$ cat config.mk
export PLATFORM = sky130hd
export DESIGN_NAME = mem_access_sequencer
export DESIGN_NICKNAME = d
export VERILOG_FILES = /design/src/rtl/mem_access_sequencer.sv
export SDC_FILE = /design/constraint.sdc
export NUM_CORES = 1
export LEC_CHECK = 0
export BUFFER_PORTS_ARGS = -buffer_cell sky130_fd_sc_hd__buf_2
export CAP_MARGIN = 20
export CORE_ASPECT_RATIO = 0.8
export CORE_MARGIN = 8
export CORE_UTILIZATION = 50
export CTS_CLUSTER_DIAMETER = 120
export DETAILED_ROUTE_END_ITERATION = 12
export PLACE_DENSITY = 0.82
export RECOVER_POWER = 100
export REMOVE_ABC_BUFFERS = 1
export SLEW_MARGIN = 15
export SYNTH_ARGS = -nofsm -noshare
export SYNTH_HDL_FRONTEND = slang
export SYNTH_SLANG_ARGS = --single-unit
$ cat constraint.sdc
create_clock -name clk -period 2.2 [get_ports clk]
set_clock_uncertainty 0.2 [all_clocks]
set_input_delay 0.33 -clock clk [delete_from_list [all_inputs] [get_ports clk]]
set_output_delay 0.33 -clock clk [all_outputs]
set_load 0.01 [all_outputs]
$ cat src/rtl/mem_access_sequencer.sv
// Multi-cycle sequencer that shares one single-ported memory between instruction fetch and data access.
// Also provides the wait-state watchdog, halting-opcode decode and the retired-instruction counter.
module mem_access_sequencer #(
  parameter int CNT_W    = 32,
  parameter int MAX_WAIT = 15,
  parameter int WAIT_W   = 4
) (
  input  logic             clk,
  input  logic             rst,
  input  logic [4:0]       opcode,
  input  logic             mem_read_req,
  input  logic             mem_write_req,
  input  logic             regwrite_in,
  input  logic             mem_ready,
  output logic             mem_en,
  output logic             mem_we,
  output logic             mem_addr_sel,
  output logic             ir_load,
  output logic             pc_write,
  output logic             rf_we,
  output logic             halted,
  output logic             error,
  output logic [2:0]       state,
  output logic [CNT_W-1:0] instret
);

  typedef enum logic [2:0] {
    IDLE  = 3'd0,
    FETCH = 3'd1,
    EXEC  = 3'd2,
    MEM   = 3'd3,
    WB    = 3'd4,
    HALT  = 3'd5,
    ERR   = 3'd6
  } state_t;

  localparam logic [WAIT_W-1:0] MAX_WAIT_C = WAIT_W'(MAX_WAIT);

  state_t              state_reg;
  logic [WAIT_W-1:0]   wait_cnt_reg;
  logic [CNT_W-1:0]    instret_reg;

  logic halt_op;
  logic mem_op;

  // FENCE family (MISC-MEM) and SYSTEM opcodes stop the core.
  assign halt_op = (opcode == 5'b00011) || (opcode == 5'b11100);
  assign mem_op  = mem_read_req || mem_write_req;

  always_ff @(posedge clk) begin
    if (!rst) begin
      state_reg    <= IDLE;
      wait_cnt_reg <= '0;
      instret_reg  <= '0;
    end else begin
      case (state_reg)
        IDLE: begin
          state_reg    <= FETCH;
          wait_cnt_reg <= '0;
        end
        FETCH, MEM: begin
          // A completion on the last allowed wait cycle still wins over the timeout.
          if (mem_ready)
            state_reg <= (state_reg == FETCH) ? EXEC : WB;
          else if (wait_cnt_reg == MAX_WAIT_C)
            state_reg <= ERR;
          else
            wait_cnt_reg <= wait_cnt_reg + WAIT_W'(1);
        end
        EXEC: begin
          if (halt_op) begin
            state_reg <= HALT;
          end else if (mem_op) begin
            state_reg    <= MEM;
            wait_cnt_reg <= '0;
          end else begin
            state_reg    <= FETCH;
            wait_cnt_reg <= '0;
            instret_reg  <= instret_reg + CNT_W'(1);
          end
        end
        WB: begin
          state_reg    <= FETCH;
          wait_cnt_reg <= '0;
          instret_reg  <= instret_reg + CNT_W'(1);
        end
        HALT:    state_reg <= HALT;
        ERR:     state_reg <= ERR;
        default: state_reg <= IDLE;
      endcase
    end
  end

  always_comb begin
    mem_en       = 1'b0;
    mem_we       = 1'b0;
    mem_addr_sel = 1'b0;
    ir_load      = 1'b0;
    pc_write     = 1'b0;
    rf_we        = 1'b0;
    halted       = 1'b0;
    error        = 1'b0;
    case (state_reg)
      FETCH: begin
        mem_en  = 1'b1;
        ir_load = mem_ready;
      end
      EXEC: begin
        pc_write = !halt_op && !mem_op;
        rf_we    = !halt_op && !mem_op && regwrite_in;
      end
      MEM: begin
        mem_en       = 1'b1;
        mem_addr_sel = 1'b1;
        mem_we       = mem_write_req;
      end
      WB: begin
        pc_write = 1'b1;
        rf_we    = regwrite_in;
      end
      HALT:    halted = 1'b1;
      ERR:     error  = 1'b1;
      default: ;
    endcase
  end

  assign state   = state_reg;
  assign instret = instret_reg;

endmodule

==> impl_metrics.tcl <==
set metrics [dict create \
    outcome "finished, final reports clean" \
    areaGrowthSynthToFinish_pct 28.0 \
    start_util_pct 51.0 \
    cts_tree "done" \
    htreeDepth 2 \
    drv_cap 0 \
    drv_slew 0 \
    clock-sinks 39 \
    grt_use_total_pct 18.9 \
    antenna_found_initial 0 \
    via_per_inst 5.88 \
    drtIter0Drc 141 \
    cpPeakStageDelay_ns 0.34 \
    critPathBufInv 1 \
    worstSetupStartpointType "flop" \
    path_delay_family "simple AND/OR/NAND/NOR gates" \
    synth.top_cell.area_share_pct 37.1 \
    crit_slowest_cell "dfxtp_2" \
    endpoint_kind "output port" \
    die_h_microns 74.0 \
    cts_root_buf "clkbuf_8" \
    largest_reg_flops 32 \
    drc_errors 0 \
    diodes 0 \
    synth_compound_area_share_pct 22.0 \
    syn_inst 252 \
    synth_area_per_cell_sq_um 8.36 \
    synth_area_leaders "dfxtp_1 (37%), a21oi_1 (7.1%), or4_1 (5.3%)" \
    slew_headroom_pct 79.3 \
    insertion_delay_ns 0.30 \
    finalSetupViolCount 0 \
    clock.fmax_mhz 467 \
    ys_types 51 \
    synthAdderAreaFrac_pct 1.19 \
    async_flop_share_pct 0 \
    dieArea_sq_um 6560 \
    std_cell_rows 21 \
    hold_viol_final 0 \
    num-nets-final 342 \
    path_max_fanout 2 \
    min_period_ns 2.14 \
    dp_hpwl_microns 4320 \
    ant_nets 0 \
    ir_worst_vdd_mv 0.257 \
    yosysSeqAreaShare_pct 37.1 \
    yosys.area.top_type "dfxtp_1" \
    nFillCells 377 \
    path_class "reg2out" \
    worstPathRequired_ns 1.67 \
    wirelength_microns 6010 \
    synthSimpleGateAreaFrac_pct 31.6 \
    multi_input_comb_area_sq_um 1250 \
    synth.most_common_cell "dfxtp_1" \
    placedCellCount 378 \
    clk_pin_slew_worst_paths_ns 0.08 \
    synth_commonest_cells "dfxtp_1 (39), a21oi_1 (30), nand2_1 (17), or4_1 (15)" \
    leakagePower_nw 0.981 \
    grt_max_degree 28 \
    worst_slew_pin_slew_ns 0.310 \
    hold_path.class "in2reg" \
    syn_area_sq_um 2110 \
    vias 2276 \
    drive_gt1_share_pct 21.8 \
    synth.mux.area_fraction_pct 2.14 \
    yosysWarningCount 0 \
    path_cells "nor4_4 > and2_4 > a22oi_2 > nor4b_2 > buf_2" \
    synth_seq_cells 39 \
    io_pins 54 \
    regArea_sq_um 787 \
    grt_pass1_wl_microns 9780 \
    synthXorXnorAreaFrac_pct 1.66 \
    first_global_vias 2184 \
    p_total_w 0.00149 \
    drtPass1Iterations 4 \
    grt_overflow_total 0 \
    io_buffers 53 \
    arrival_ns 1.61 \
    synthFlopType "dfxtp_1" \
    wire_per_inst_microns 15.5 \
    fin_crit_sh_pct 97.4 \
    synth_top_family_by_area "simple AND/OR/NAND/NOR gates" \
    numCtsBuffers 5 \
    rsz0062_at_grt "yes" \
    core_sq_um 4130 \
    power_density_nw_per_um2 554 \
    die_x_microns 88.6 \
    routabilityCongestion 0.843 \
    clock_path_buffers 2 \
    finalCoreUtilization_pct 65.3 \
    instances_no_fill 387 \
    synth-edff-count 0 \
]
[cells in the final DEF, fill, tap and decap left out, types with 2 or more instances in the layout]
master    count
xnor2_1       2
nand2_1      17
clkbuf_1     34
o31ai_1      14
clkbuf_8      6
xor2_1        2
a311oi_1      2
a22oi_1       2
or4_1        15
mux2i_1       2
and3_1        5
nor3_1        3
a21oi_1      30
and4_1        3
buf_2        24
a31oi_1       2
dfxtp_2       2
a41oi_1       2
nor2_1       14
and2_1        3
o21ai_0      13
or3_1        11
inv_1         5
buf_4        21
nand3_1      14
nor2b_1       2
nand4_1       8
clkbuf_2      4
ha_1          2
dfxtp_1      36
and2_0        2
[where the power goes]
| group | internal, W | switching (W) |
|---|---|---|
| clock network | 0.000367 | 0.000271 |
| registers | 0.000712 | 0.00000975 |
| logic | 0.0000559 | 0.0000781 |
| total | 0.00113 | 0.000359 |
[per-layer routing]
layer  routed length [microns]  up-vias  global-route usage, %
li1                          -     1125                      -
met1                      2710     1074                   23.3
met3                       414        8                   7.06
met5                         0        -                      0
met2                      2800       69                   29.4
met4                        80        0                   7.29
[layout make-up]
cell class / instances / area share, %
multi-input cells: 193 / 46.4
flip-flops and latches: 39 / 29.2
repair buffers: 84 / 16.5
clock buffers: 6 / 3.06
well taps: 57 / 2.65
clock inverters: 2 / 1.30
inverters: 6 / 0.836
[worst paths after layout]
kind,from,to,slack [ns],cells past startpoint
worst max-delay path,state[2]$_SDFFE_PN0P_,rf_we,0.06,5
worst min-delay path,rst,state[0]$_SDFFE_PN0P_,0.13,3
worst max register to register,instret[0]$_SDFFE_PN0P_,instret[23]$_SDFFE_PN0P_,0.09,6
worst min register to register,instret[31]$_SDFFE_PN0P_,instret[31]$_SDFFE_PN0P_,0.31,2
[per-stage QoR]
stage	setup slack, ns	TNS, ns	instance area [sq um]	hold slack [ns]
2_1_floorplan	-0.0957	-0.166	2040	0.246
3_3_place_gp	-0.0462	-0.222	2610	0.278
3_5_place_dp	-0.119	-0.534	2610	0.287
4_1_cts	-0.0258	-0.0258	2750	0.136
5_1_grt	-0.0384	-0.154	2700	0.146
6_report	0.0573	0	2700	0.132
[worst min-delay path, stage by stage]
cell	delay (ns)
buf_2	0.16
nand2_1	0.08
a21oi_1	0.04
[cell families after synthesis]
| family | after synthesis |
|---|---|
| AND/OR/NAND/NOR | 108 |
| AO/OA/AOI/OAI | 75 |
| flip-flops | 39 |
| buffers and inverters | 20 |
| XOR/XNOR | 4 |
| multiplexers | 4 |
| adder cells (fa/ha/maj) | 2 |
[timing repair]
item | 4_1_cts | 5_1_grt
resized for setup | 4 | 4
pin swaps | 1 | 1
cloned | 0 | 0
hold buffers | 0 | 0
buffers inserted | 1 | 0
endpoints found under the setup margin | 4 | 7
Note: power is estimated with default switching activity, not from simulation.
